`config.mk`:
```
export PLATFORM = sky130hd
export DESIGN_NAME = rr_sel_arbiter_flat
export DESIGN_NICKNAME = d
export VERILOG_FILES = /design/src/rtl/rr_sel_arbiter_pkg.sv /design/src/rtl/rr_sel_arbiter_if.sv /design/src/rtl/rr_sel_arbiter_pick4.sv /design/src/rtl/rr_sel_arbiter.sv /design/src/flat_wrapper.sv
export SDC_FILE = /design/constraint.sdc
export NUM_CORES = 1
export LEC_CHECK = 0
export ABC_CLOCK_PERIOD_IN_PS = 3700
export CAP_MARGIN = 0
export CELL_PAD_IN_SITES_DETAIL_PLACEMENT = 0
export CELL_PAD_IN_SITES_GLOBAL_PLACEMENT = 1
export CORE_AREA = 2 2 52 54
export CTS_CLUSTER_DIAMETER = 30
export DETAILED_ROUTE_END_ITERATION = 16
export DIE_AREA = 0 0 54 56
export HOLD_SLACK_MARGIN = 0.05
export PLACE_DENSITY = 0.59
export SLEW_MARGIN = 20
export SYNTH_ARGS = -nofsm -noshare
export SYNTH_HDL_FRONTEND = slang
export SYNTH_SLANG_ARGS = --single-unit
```
`constraint.sdc`:
```
create_clock -name clk -period 3.7 [get_ports clk]
set_input_delay 0.925 -clock clk [delete_from_list [all_inputs] [get_ports clk]]
set_output_delay 0.925 -clock clk [all_outputs]
set_load 0.02 [all_outputs]
```
`src/rtl/rr_sel_arbiter_pkg.sv`:
```
// Shared constants, state encoding and helpers for the rr_sel_arbiter slice.
// The optional hand-over dead cycle is selected with the RR_GUARD_EN macro.
package rr_sel_pkg;

  localparam int N_REQ        = 4;
  localparam int SEL_W        = 2;
  localparam int MAX_HOLD_DEF = 8;

  typedef enum logic [1:0] {
    IDLE  = 2'd0,
    GRANT = 2'd1,
    GAP   = 2'd2
  } state_t;

  function automatic logic [N_REQ-1:0] onehot(input logic [SEL_W-1:0] idx);
    return {{(N_REQ-1){1'b0}}, 1'b1} << idx;
  endfunction

endpackage

```
`src/rtl/rr_sel_arbiter_if.sv`:
```
// Request/grant bundle between the requesters and the arbiter.
// The arbiter side is the slave modport.
interface rr_sel_arbiter_if;
  import rr_sel_pkg::*;

  logic [N_REQ-1:0] req;
  logic [SEL_W-1:0] sel;
  logic             sel_en;
  logic             rotate;

  modport master (output req, input sel, input sel_en, input rotate);
  modport slave  (input req, output sel, output sel_en, output rotate);

endinterface

```
`src/rtl/rr_sel_arbiter_pick4.sv`:
```
// Combinational round-robin picker: first unmasked request after `last`,
// with `last` itself searched at lowest priority.
module rr_pick4
  import rr_sel_pkg::*;
(
  input  logic [N_REQ-1:0] req,
  input  logic [N_REQ-1:0] mask,
  input  logic [SEL_W-1:0] last,
  output logic [SEL_W-1:0] winner,
  output logic             found
);

  logic [N_REQ-1:0] cand_s;
  logic [SEL_W-1:0] idx_s;

  assign cand_s = req & ~mask;

  // Scan from lowest to highest priority so the nearest hit after last wins.
  always_comb begin
    winner = 2'b00;
    found  = 1'b0;
    idx_s  = 2'b00;
    for (int k = N_REQ; k >= 1; k--) begin
      idx_s = last + SEL_W'(k);
      if (cand_s[idx_s]) begin
        winner = idx_s;
        found  = 1'b1;
      end else begin
        winner = winner;
        found  = found;
      end
    end
  end

endmodule

```
`src/rtl/rr_sel_arbiter.sv`:
```
// Round-robin arbiter driving a 2-to-4 decoder select/enable with a hold timer.
// Define RR_GUARD_EN to insert a break-before-make GAP cycle at every hand-over.
module rr_sel_arbiter
  import rr_sel_pkg::*;
#(
  parameter int MAX_HOLD = MAX_HOLD_DEF
) (
  input  logic             clk,
  input  logic             rstn,
  rr_sel_arbiter_if.slave  bus
);

  localparam int              HOLD_W    = $clog2(MAX_HOLD);
  localparam logic [HOLD_W-1:0] HOLD_LAST = HOLD_W'(MAX_HOLD - 1);

  state_t            state_r, state_s;
  logic [SEL_W-1:0]  last_r, last_s;
  logic [SEL_W-1:0]  sel_r, sel_s;
  logic [HOLD_W-1:0] hold_r, hold_s;
  logic              sel_en_r, sel_en_s;
  logic              rotate_r, rotate_s;

  logic [N_REQ-1:0]  mask_s;
  logic [SEL_W-1:0]  winner_s;
  logic              found_s;
  logic              release_s;
  logic              others_s;
  logic              expiry_s;

  // While granted, the current owner is excluded from the search.
  assign mask_s    = (state_r == GRANT) ? onehot(sel_r) : {N_REQ{1'b0}};
  assign release_s = ~bus.req[sel_r];
  assign others_s  = |(bus.req & ~onehot(sel_r));
  assign expiry_s  = (hold_r == HOLD_LAST) && others_s;

  rr_pick4 u_pick (
    .req    (bus.req),
    .mask   (mask_s),
    .last   (last_r),
    .winner (winner_s),
    .found  (found_s)
  );

  // Next-state, pointer, hold counter and output decode.
  always_comb begin
    state_s  = state_r;
    last_s   = last_r;
    sel_s    = sel_r;
    hold_s   = hold_r;
    sel_en_s = sel_en_r;
    rotate_s = 1'b0;
    case (state_r)
      IDLE, GAP: begin
        if (found_s) begin
          state_s  = GRANT;
          sel_s    = winner_s;
          last_s   = winner_s;
          hold_s   = {HOLD_W{1'b0}};
          sel_en_s = 1'b1;
        end else begin
          state_s  = IDLE;
          sel_en_s = 1'b0;
        end
      end
      GRANT: begin
        if (release_s || expiry_s) begin
          // A simultaneous release takes precedence and never rotates.
          rotate_s = expiry_s && !release_s;
          hold_s   = {HOLD_W{1'b0}};
`ifdef RR_GUARD_EN
          state_s  = found_s ? GAP : IDLE;
          sel_en_s = 1'b0;
`else
          if (found_s) begin
            sel_s    = winner_s;
            last_s   = winner_s;
            sel_en_s = 1'b1;
          end else begin
            state_s  = IDLE;
            sel_en_s = 1'b0;
          end
`endif
        end else if (hold_r == HOLD_LAST) begin
          hold_s = {HOLD_W{1'b0}};
        end else begin
          hold_s = hold_r + HOLD_W'(1);
        end
      end
      default: begin
        state_s  = IDLE;
        sel_en_s = 1'b0;
      end
    endcase
  end

  // State and registered outputs, cleared asynchronously.
  always_ff @(posedge clk or negedge rstn) begin
    if (!rstn) begin
      state_r  <= IDLE;
      last_r   <= 2'b11;
      sel_r    <= 2'b00;
      hold_r   <= {HOLD_W{1'b0}};
      sel_en_r <= 1'b0;
      rotate_r <= 1'b0;
    end else begin
      state_r  <= state_s;
      last_r   <= last_s;
      sel_r    <= sel_s;
      hold_r   <= hold_s;
      sel_en_r <= sel_en_s;
      rotate_r <= rotate_s;
    end
  end

  assign bus.sel    = sel_r;
  assign bus.sel_en = sel_en_r;
  assign bus.rotate = rotate_r;

endmodule
```
`src/flat_wrapper.sv`:
```
// flat-port wrapper written by rule: the top's interface ports become plain ports
module rr_sel_arbiter_flat import rr_sel_pkg::*;
#(
  parameter int MAX_HOLD = MAX_HOLD_DEF
)
  (clk, rstn, bus_req, bus_sel, bus_sel_en, bus_rotate);
  rr_sel_arbiter_if bus_i ();
  input  logic clk;
  input  logic rstn;
  input wire logic [$bits(bus_i.req)-1:0] bus_req;
  output wire logic [$bits(bus_i.sel)-1:0] bus_sel;
  output wire logic [$bits(bus_i.sel_en)-1:0] bus_sel_en;
  output wire logic [$bits(bus_i.rotate)-1:0] bus_rotate;
  assign bus_i.req = bus_req;
  assign bus_sel = bus_i.sel;
  assign bus_sel_en = bus_i.sel_en;
  assign bus_rotate = bus_i.rotate;
  rr_sel_arbiter #(.MAX_HOLD(MAX_HOLD)) u_core (.clk(clk), .rstn(rstn), .bus(bus_i));
endmodule
```
-- Word level (Yosys, flattened, before mapping)
Index checks and enable logic that the tools add are counted.
- input bits: 6
- register bits: 11
- word-level logic and storage cells: 75
- $lt $le $gt $ge: 5
- reduce and logical (&&, ||, !) cells: 10
- eq/ne operators: 6
- mux-type cells: 38
- bitwise gates (word level): 5
- shifts and indexed selects: 1
- add/subtract/negate cells: 4
- operator list (cell ; count):
    2-bit two-way mux ; 10
    2-bit by 3-bit < comparator with 1-bit output, second input constant ; 5
    1-bit two-way mux ; 14
    2-bit case mux with 2 select lines ; 3
    1-bit binary-select mux with 2-bit select ; 5
    3-bit two-way mux ; 3
    4-bit bitwise AND ; 2
    4-bit NOT ; 2
    3-bit case mux with 2 select lines ; 1
    2-bit AND reduction ; 3
    2-bit adder, second input constant ; 2
    4-bit two-way mux ; 1
    2-bit != test, second input constant ; 2
    4-bit OR reduction ; 1
    1-bit by 2-bit left shift with 4-bit output, first input constant ; 1
    3-bit by 1-bit adder with 3-bit output, second input constant ; 1
    3-bit == test, second input constant ; 1
    2-bit by 1-bit adder with 2-bit output, second input constant ; 1
    2-bit by 1-bit == test with 1-bit output, second input constant ; 1
    2-bit == test, second input constant ; 1
    1-bit logical AND ; 2
    2-bit logical NOT ; 1
    2-bit by 1-bit != test with 1-bit output, second input constant ; 1
    1-bit case mux with 2 select lines ; 1
    other kinds (4) ; 4

-- Longest topological paths before layout
- word-level depth: 13
- gate-level depth with buffers: 7
- mapped depth without buffers: 5

-- Cells and area by module
From an unflattened synthesis, not the netlist that was laid out.
- cell total of the unflattened synthesis: 64
- area, all modules: 721.9 sq um
- modules (own cells, without submodules) (module ; instances ; seq. area each (sq um) ; cells an instance ; area an instance (sq um)):
    rr_sel_arbiter ; 1 ; 252.7 ; 46 ; 598.1
    rr_pick4 ; 1 ; 0.0 ; 18 ; 123.9

-- Worst setup path before layout
OpenSTA, ideal clock, no wires.
- path type: input-to-reg
- from: input bus_req[3]
- to: register u_core.sel_r[1], in the netlist u_core.bus.sel[1]
- data required time: 3.581 ns
- setup time: 0.119 ns
- data arrival time: 2.098 ns
- path slack: 1.483 ns
- path buffers: 2
- stages on the path: 7
- path through: clkbuf_1 -> mux2i_1 -> o22a_1 -> a31o_1 -> and2_4 -> buf_6 -> o21a_1
- longest elaborated chain between the ends: 10
- elaborated cells between the ends (all ways): 29
- classes of those cells: eq/ne (1); mux (21); bitwise (3); reduce/logical (4)
- RTL lines (what ; line ; RTL):
    start, declared ; flat_wrapper.sv:10 ; input wire logic [$bits(bus_i.req)-1:0] bus_req;
    4-bit bitwise AND ; rr_sel_arbiter_pick4.sv:16 ; assign cand_s = req & ~mask;
    1-bit binary-select mux with 2-bit select ; rr_sel_arbiter_pick4.sv:25 ; if (cand_s[idx_s]) begin
    1-bit two-way mux (not written as such) ; rr_sel_arbiter_pick4.sv:25 ;
    2-bit two-way mux / 1-bit two-way mux (equally long branches) (4 in series) ; rr_sel_arbiter_pick4.sv:25 ;
    2-bit two-way mux ; rr_sel_arbiter.sv:54, rr_sel_arbiter.sv:74 ;
    2-bit two-way mux ; rr_sel_arbiter.sv:66 ; if (release_s || expiry_s) begin
    2-bit case mux with 2 select lines ; rr_sel_arbiter.sv:52 ; case (state_r)
    end signal, assigned ; rr_sel_arbiter.sv:108 ; sel_r <= sel_s;
    end, declared ; rr_sel_arbiter.sv:18 ; logic [SEL_W-1:0] sel_r, sel_s;
Several ways; a longest one is shown, not always the timed one. The select of a mux whose other input is x is not followed.
A chain may end at the register's enable or synchronous reset.

-- Worst setup path in the final report
- from: input bus_req[0]
- to: register u_core.last_r[0]
- longest elaborated chain between the ends: 10
- elaborated cells between the ends (all ways): 29
- classes of those cells: eq/ne (1); mux (21); bitwise (3); reduce/logical (4)
- RTL lines (what ; line ; RTL):
    4-bit bitwise AND ; rr_sel_arbiter_pick4.sv:16 ;
    1-bit binary-select mux with 2-bit select ; rr_sel_arbiter_pick4.sv:25 ;
    1-bit two-way mux (not written as such) ; rr_sel_arbiter_pick4.sv:25 ;
    2-bit two-way mux / 1-bit two-way mux (equally long branches) (4 in series) ; rr_sel_arbiter_pick4.sv:25 ;
    2-bit two-way mux ; rr_sel_arbiter.sv:54, rr_sel_arbiter.sv:74 ;
    2-bit two-way mux ; rr_sel_arbiter.sv:66 ;
    2-bit case mux with 2 select lines ; rr_sel_arbiter.sv:52 ;
    end signal, assigned ; rr_sel_arbiter.sv:107 ; last_r <= last_s;
    end, declared ; rr_sel_arbiter.sv:17 ; logic [SEL_W-1:0] last_r, last_s;
Several ways; a longest one is shown, not always the timed one. The select of a mux whose other input is x is not followed.

==> results.md <==
- The flow ran to the end, and the final reports show no timing, DRC or antenna violations.
- The count of final setup violators is 0.
- In this run the cell area of the synthesized design comes to 747 um^2.
- The worst register-to-register path begins at u_core.bus.sel[1]$_DFFE_PN0P_.
- The worst-case reg-to-reg path depth is 5.
- The vias after detailed routing is ~640.
- The worst register-to-register path has a setup slack of 1.90 ns.
- Between clock sinks in the finished design, the worst skew comes to 0.0134 ns.
- 0 antenna diodes ended up in the layout.
- After clock tree synthesis, the setup repair step added 0 buffers.
- The worst slew slack as a fraction of its limit is between 60% and 70%.
- The cell with the largest stage delay on the worst path is sky130_fd_sc_hd__clkdlybuf4s50_1.
- The distinct cell type count after synthesis is 38.
- Counting every instance in the synthesized netlist gives 81.
- After clock tree synthesis, the clock-pin slew on the worst setup and hold paths is about 0.080 ns.
- The worst hold path terminates at u_core.bus.sel_en$_DFFE_PN0P_.
- For this run, design rule violations remaining after detail routing come to 0.
- The most area-hungry cell type in the Yosys netlist is sky130_fd_sc_hd__dfrtp_1.
- Summed over all layers, the global routing overflow is 0.
- TritonCTS created 3 clock buffers.
- The clock tree root buffer cell is sky130_fd_sc_hd__clkbuf_4.
- Clock tree synthesis found a total of 10 sinks.
- Adding up every negative setup slack in the final design gives 0 ns.
- In this run the number of H-tree levels came out at 1.
- The clock tree from TritonCTS is done.
- The total of flip-flops plus latches after synthesis is 10.
- The area growth from synthesis to layout is 15.4%.
- The post-cts sizing count is 0.
- The clock period minus final worst setup slack is about 2.5 ns.
- Traced cell by cell, the critical path runs through clkdlybuf4s50_1, and3b_2, o21ai_1, a31o_1, and2_4, mux2i_1.
- After routing the design area is 862 um^2.
- At the end of routability-driven placement, the weighted congestion stood at between 0.7 and 0.8.
- The tool flagged a number of max-cap violations equal to 0.
- For this design the ratio of total power to cell area is 845 nW/um^2.
- After filler insertion, the fill cell instance count of the layout stands at 270.
- The slew at the pin closest to its max-slew limit is roughly 0.45 ns.
- The fraction of layout instances using a drive strength above 1 is about 11%.
- The critical path endpoint category is a flop.
- The wire length of the first global-routing pass is between 2 and 3 mm.
- For this run, the top clock speed supported by timing is around 400 MHz.
- By area the synthesized netlist is led by sky130_fd_sc_hd__dfrtp_1 (27%), sky130_fd_sc_hd__dfstp_2 (7.0%), sky130_fd_sc_hd__mux2i_1 (6.7%).
- The classification of the worst-slack hold path is reg -> reg.
- The length of the first detailed-routing pass in iterations is 4.
- The max-slew violation count is 0.
- The maximum number of pins on one net before global-route repair is 15.
- The area inside the core boundary is around 2400 um^2.
- The number of global-route vias before repair is slightly above 600.
- The sequential element share of the synthesized area is 33.8%.
- The total wire length is 1.60 mm.
- STA classifies the critical path startpoint as a primary input.
- The layout net count is 97.
- The share of the clock period used by the worst path is approximately two thirds.
- The overall die area is about 3000 um^2.
- Synthesis produced a netlist with a net count of 89.
- The clock insertion delay at the later pin of the skew report is between 0.2 and 0.3 ns.
- The cell depth of the worst hold path is 1.
- Across every metal layer, demand over resource in global routing totals roughly 12%.
- The post-detailed-route via-to-cell ratio is roughly 5.4.
- On the critical path the largest part of the delay comes from buffers and inverters.
- The number of DRC markers after the initial detailed-route iteration is 22.
- The critical path arrival is between 2 and 3 ns.
- The longest clock path from root to sink contains 2 buffers.
- The number of antenna violations at the first check in global routing is 0.
- Dividing the synthesized area by the synthesized cell count gives 9.22 um^2.
- Summed over its instances, the top area cell type makes up between 20% and 30% of the synthesized netlist area.
- The die is approximately 56 um tall.
- The number of port buffers is 9.
- The critical setup path kind is in -> reg.
- The hold violation total from the final report is 0.
- The number of placement rows is 18.
- In the final routed layout, each cell accounts on average for about 14 um.
- In this run the worst path has a maximum fanout of 7.
- For this design, the CTS-stage hold fixing added 0 buffers.
- The die is 54 um wide.
- The data required time of the worst path is ~3.9 ns.
- In this design, the stage delay of the slowest critical-path cell is roughly 0.63 ns.
- Setup repair after global routing left no endpoint under its margin.
- The worst-case IR drop observed on VDD is between 0.0004 and 0.0005 V.
- The endpoint identified for the worst register-to-register timing path is u_core.last_r[0]$_DFFE_PN1P_.
- The leakage power is 0.000354 uW.
- The detailed placer's ending HPWL is approximately 1.2 mm.
- Summing all placed instances gives a cell area of about 830 um^2.
- The startpoint of the tightest hold check path is u_core.bus.sel_en$_DFFE_PN0P_.
- The total I/O pin count is 10.
- The number of nets with antenna violations after routing is 0.
- Yosys printed 0 warnings.
- The buffers plus inverters on the worst setup path is 1.
- Once the floorplan was initialized, standard cells occupied 30.7% of the core.
## layout by cell type, fill, tap and decap left out, drive strengths merged, types with 2 or more instances in the layout
cell type / Yosys / routed
nand3: 3 / 3
nor3b: 2 / 2
nand2b: 3 / 3
nor3: 4 / 4
o22ai: 2 / 2
ha: 2 / 2
clkdlybuf4s50: 0 / 9
dfstp: 2 / 2
dfrtp: 8 / 8
inv: 2 / 2
o21a: 3 / 3
nand4: 2 / 2
a22o: 2 / 2
nor2: 5 / 5
mux2i: 5 / 5
nand2: 4 / 4
o21ai: 3 / 3
o211ai: 3 / 3
clkbuf: 2 / 4
a31oi: 2 / 2
o22a: 2 / 2
a21oi: 2 / 2
and2: 3 / 3
## metal layers
metal	routed length (um)	part of all wire [%]	track usage, %
met1	781	49	17.5
met2	736	46	16.6
met3	83	5.2	2.69
met4	0	0	2.14
met5	0	0	0
## how the worst max path moves through the flow
stage	from	to	slack (ns)	depth (start not counted)
after floorplan	bus_req[3]	u_core.bus.sel[1]$_DFFE_PN0P_	1.48	7
after global placement	bus_req[0]	u_core.last_r[0]$_DFFE_PN1P_	0.95	6
after detailed placement	bus_req[0]	u_core.last_r[0]$_DFFE_PN1P_	0.94	6
after CTS	bus_req[0]	u_core.last_r[0]$_DFFE_PN1P_	1.19	6
after global routing	bus_req[0]	u_core.last_r[0]$_DFFE_PN1P_	1.06	6
final	bus_req[0]	u_core.last_r[0]$_DFFE_PN1P_	1.18	6
## power breakdown
group,switching (uW),leakage (uW),internal (uW)
clock,36.9,0.0000210,59.6
combinational,199,0.000216,194
sequential,77.8,0.000117,161
total,314,0.000354,415
## synth_stat cells
library cell                instances
sky130_fd_sc_hd__nand2b_1           3
sky130_fd_sc_hd__inv_1              2
sky130_fd_sc_hd__a21o_1             1
sky130_fd_sc_hd__o21a_1             3
sky130_fd_sc_hd__nand4_1            2
sky130_fd_sc_hd__nand3_1            3
sky130_fd_sc_hd__nand2_1            4
sky130_fd_sc_hd__dfrtp_1            8
sky130_fd_sc_hd__a22o_1             2
sky130_fd_sc_hd__nor3_1             4
sky130_fd_sc_hd__o211ai_1           3
sky130_fd_sc_hd__o221ai_1           1
sky130_fd_sc_hd__or3b_1             1
sky130_fd_sc_hd__dfstp_2            2
sky130_fd_sc_hd__or2_2              1
sky130_fd_sc_hd__nor2_1             5
sky130_fd_sc_hd__nor3b_1            2
sky130_fd_sc_hd__clkbuf_1           2
sky130_fd_sc_hd__o2111ai_1          1
sky130_fd_sc_hd__nor2b_1            1
sky130_fd_sc_hd__o22a_1             2
sky130_fd_sc_hd__ha_1               2
sky130_fd_sc_hd__or4b_1             1
sky130_fd_sc_hd__a31o_1             1
sky130_fd_sc_hd__o21ai_0            1
sky130_fd_sc_hd__a31oi_1            2
sky130_fd_sc_hd__buf_4              1
sky130_fd_sc_hd__a311oi_1           1
sky130_fd_sc_hd__o22ai_1            2
sky130_fd_sc_hd__and2_4             1
sky130_fd_sc_hd__buf_6              3
sky130_fd_sc_hd__o21ai_1            2
sky130_fd_sc_hd__a21oi_1            1
sky130_fd_sc_hd__mux2i_1            5
sky130_fd_sc_hd__and3b_2            1
sky130_fd_sc_hd__xnor2_1            1
sky130_fd_sc_hd__and2_1             2
sky130_fd_sc_hd__a21oi_2            1
## kinds of logic after synthesis
| family | after synthesis | share of synthesized area, % |
|---|---|---|
| buf+inv | 8 | 7.54 |
| xor+xnor | 1 | 1.17 |
| mux | 5 | 6.70 |
| flops | 10 | 33.8 |
| simple gates | 31 | 23.8 |
| fa+ha+maj | 2 | 3.35 |
| compound gates | 24 | 23.6 |
## stage by stage
step	util [%]	hold WS, ns	power, uW	std cells	setup slack [ns]
floorplan	-	0.477	566	81	1.48
global placement	34.0	0.495	641	114	0.953
detailed placement	34.0	0.491	632	114	0.940
CTS	35.4	0.522	733	118	1.19
global route	35.4	0.543	791	118	1.06
finish	35.4	0.518	728	118	1.18
## registers in the layout, summed over array words and instances, names as in the netlist
| name | cells |
|---|---|
| u_core.bus.rotate | 1 |
| u_core.hold_r | 3 |
| u_core.bus.sel_en | 1 |
| u_core.bus.sel | 2 |
| u_core.state_r | 1 |
| u_core.last_r | 2 |
## cell type report
class	instances	area (um^2)	share of cell area, %
clock buffer	4	36.3	4.21
inverter	2	7.51	0.871
multi-input combinational	63	438	50.8
sequential	10	253	29.3
tap	30	37.5	4.35
timing repair buffer	9	90.1	10.4
No activity file was read; power rests on OpenSTA's default activity.
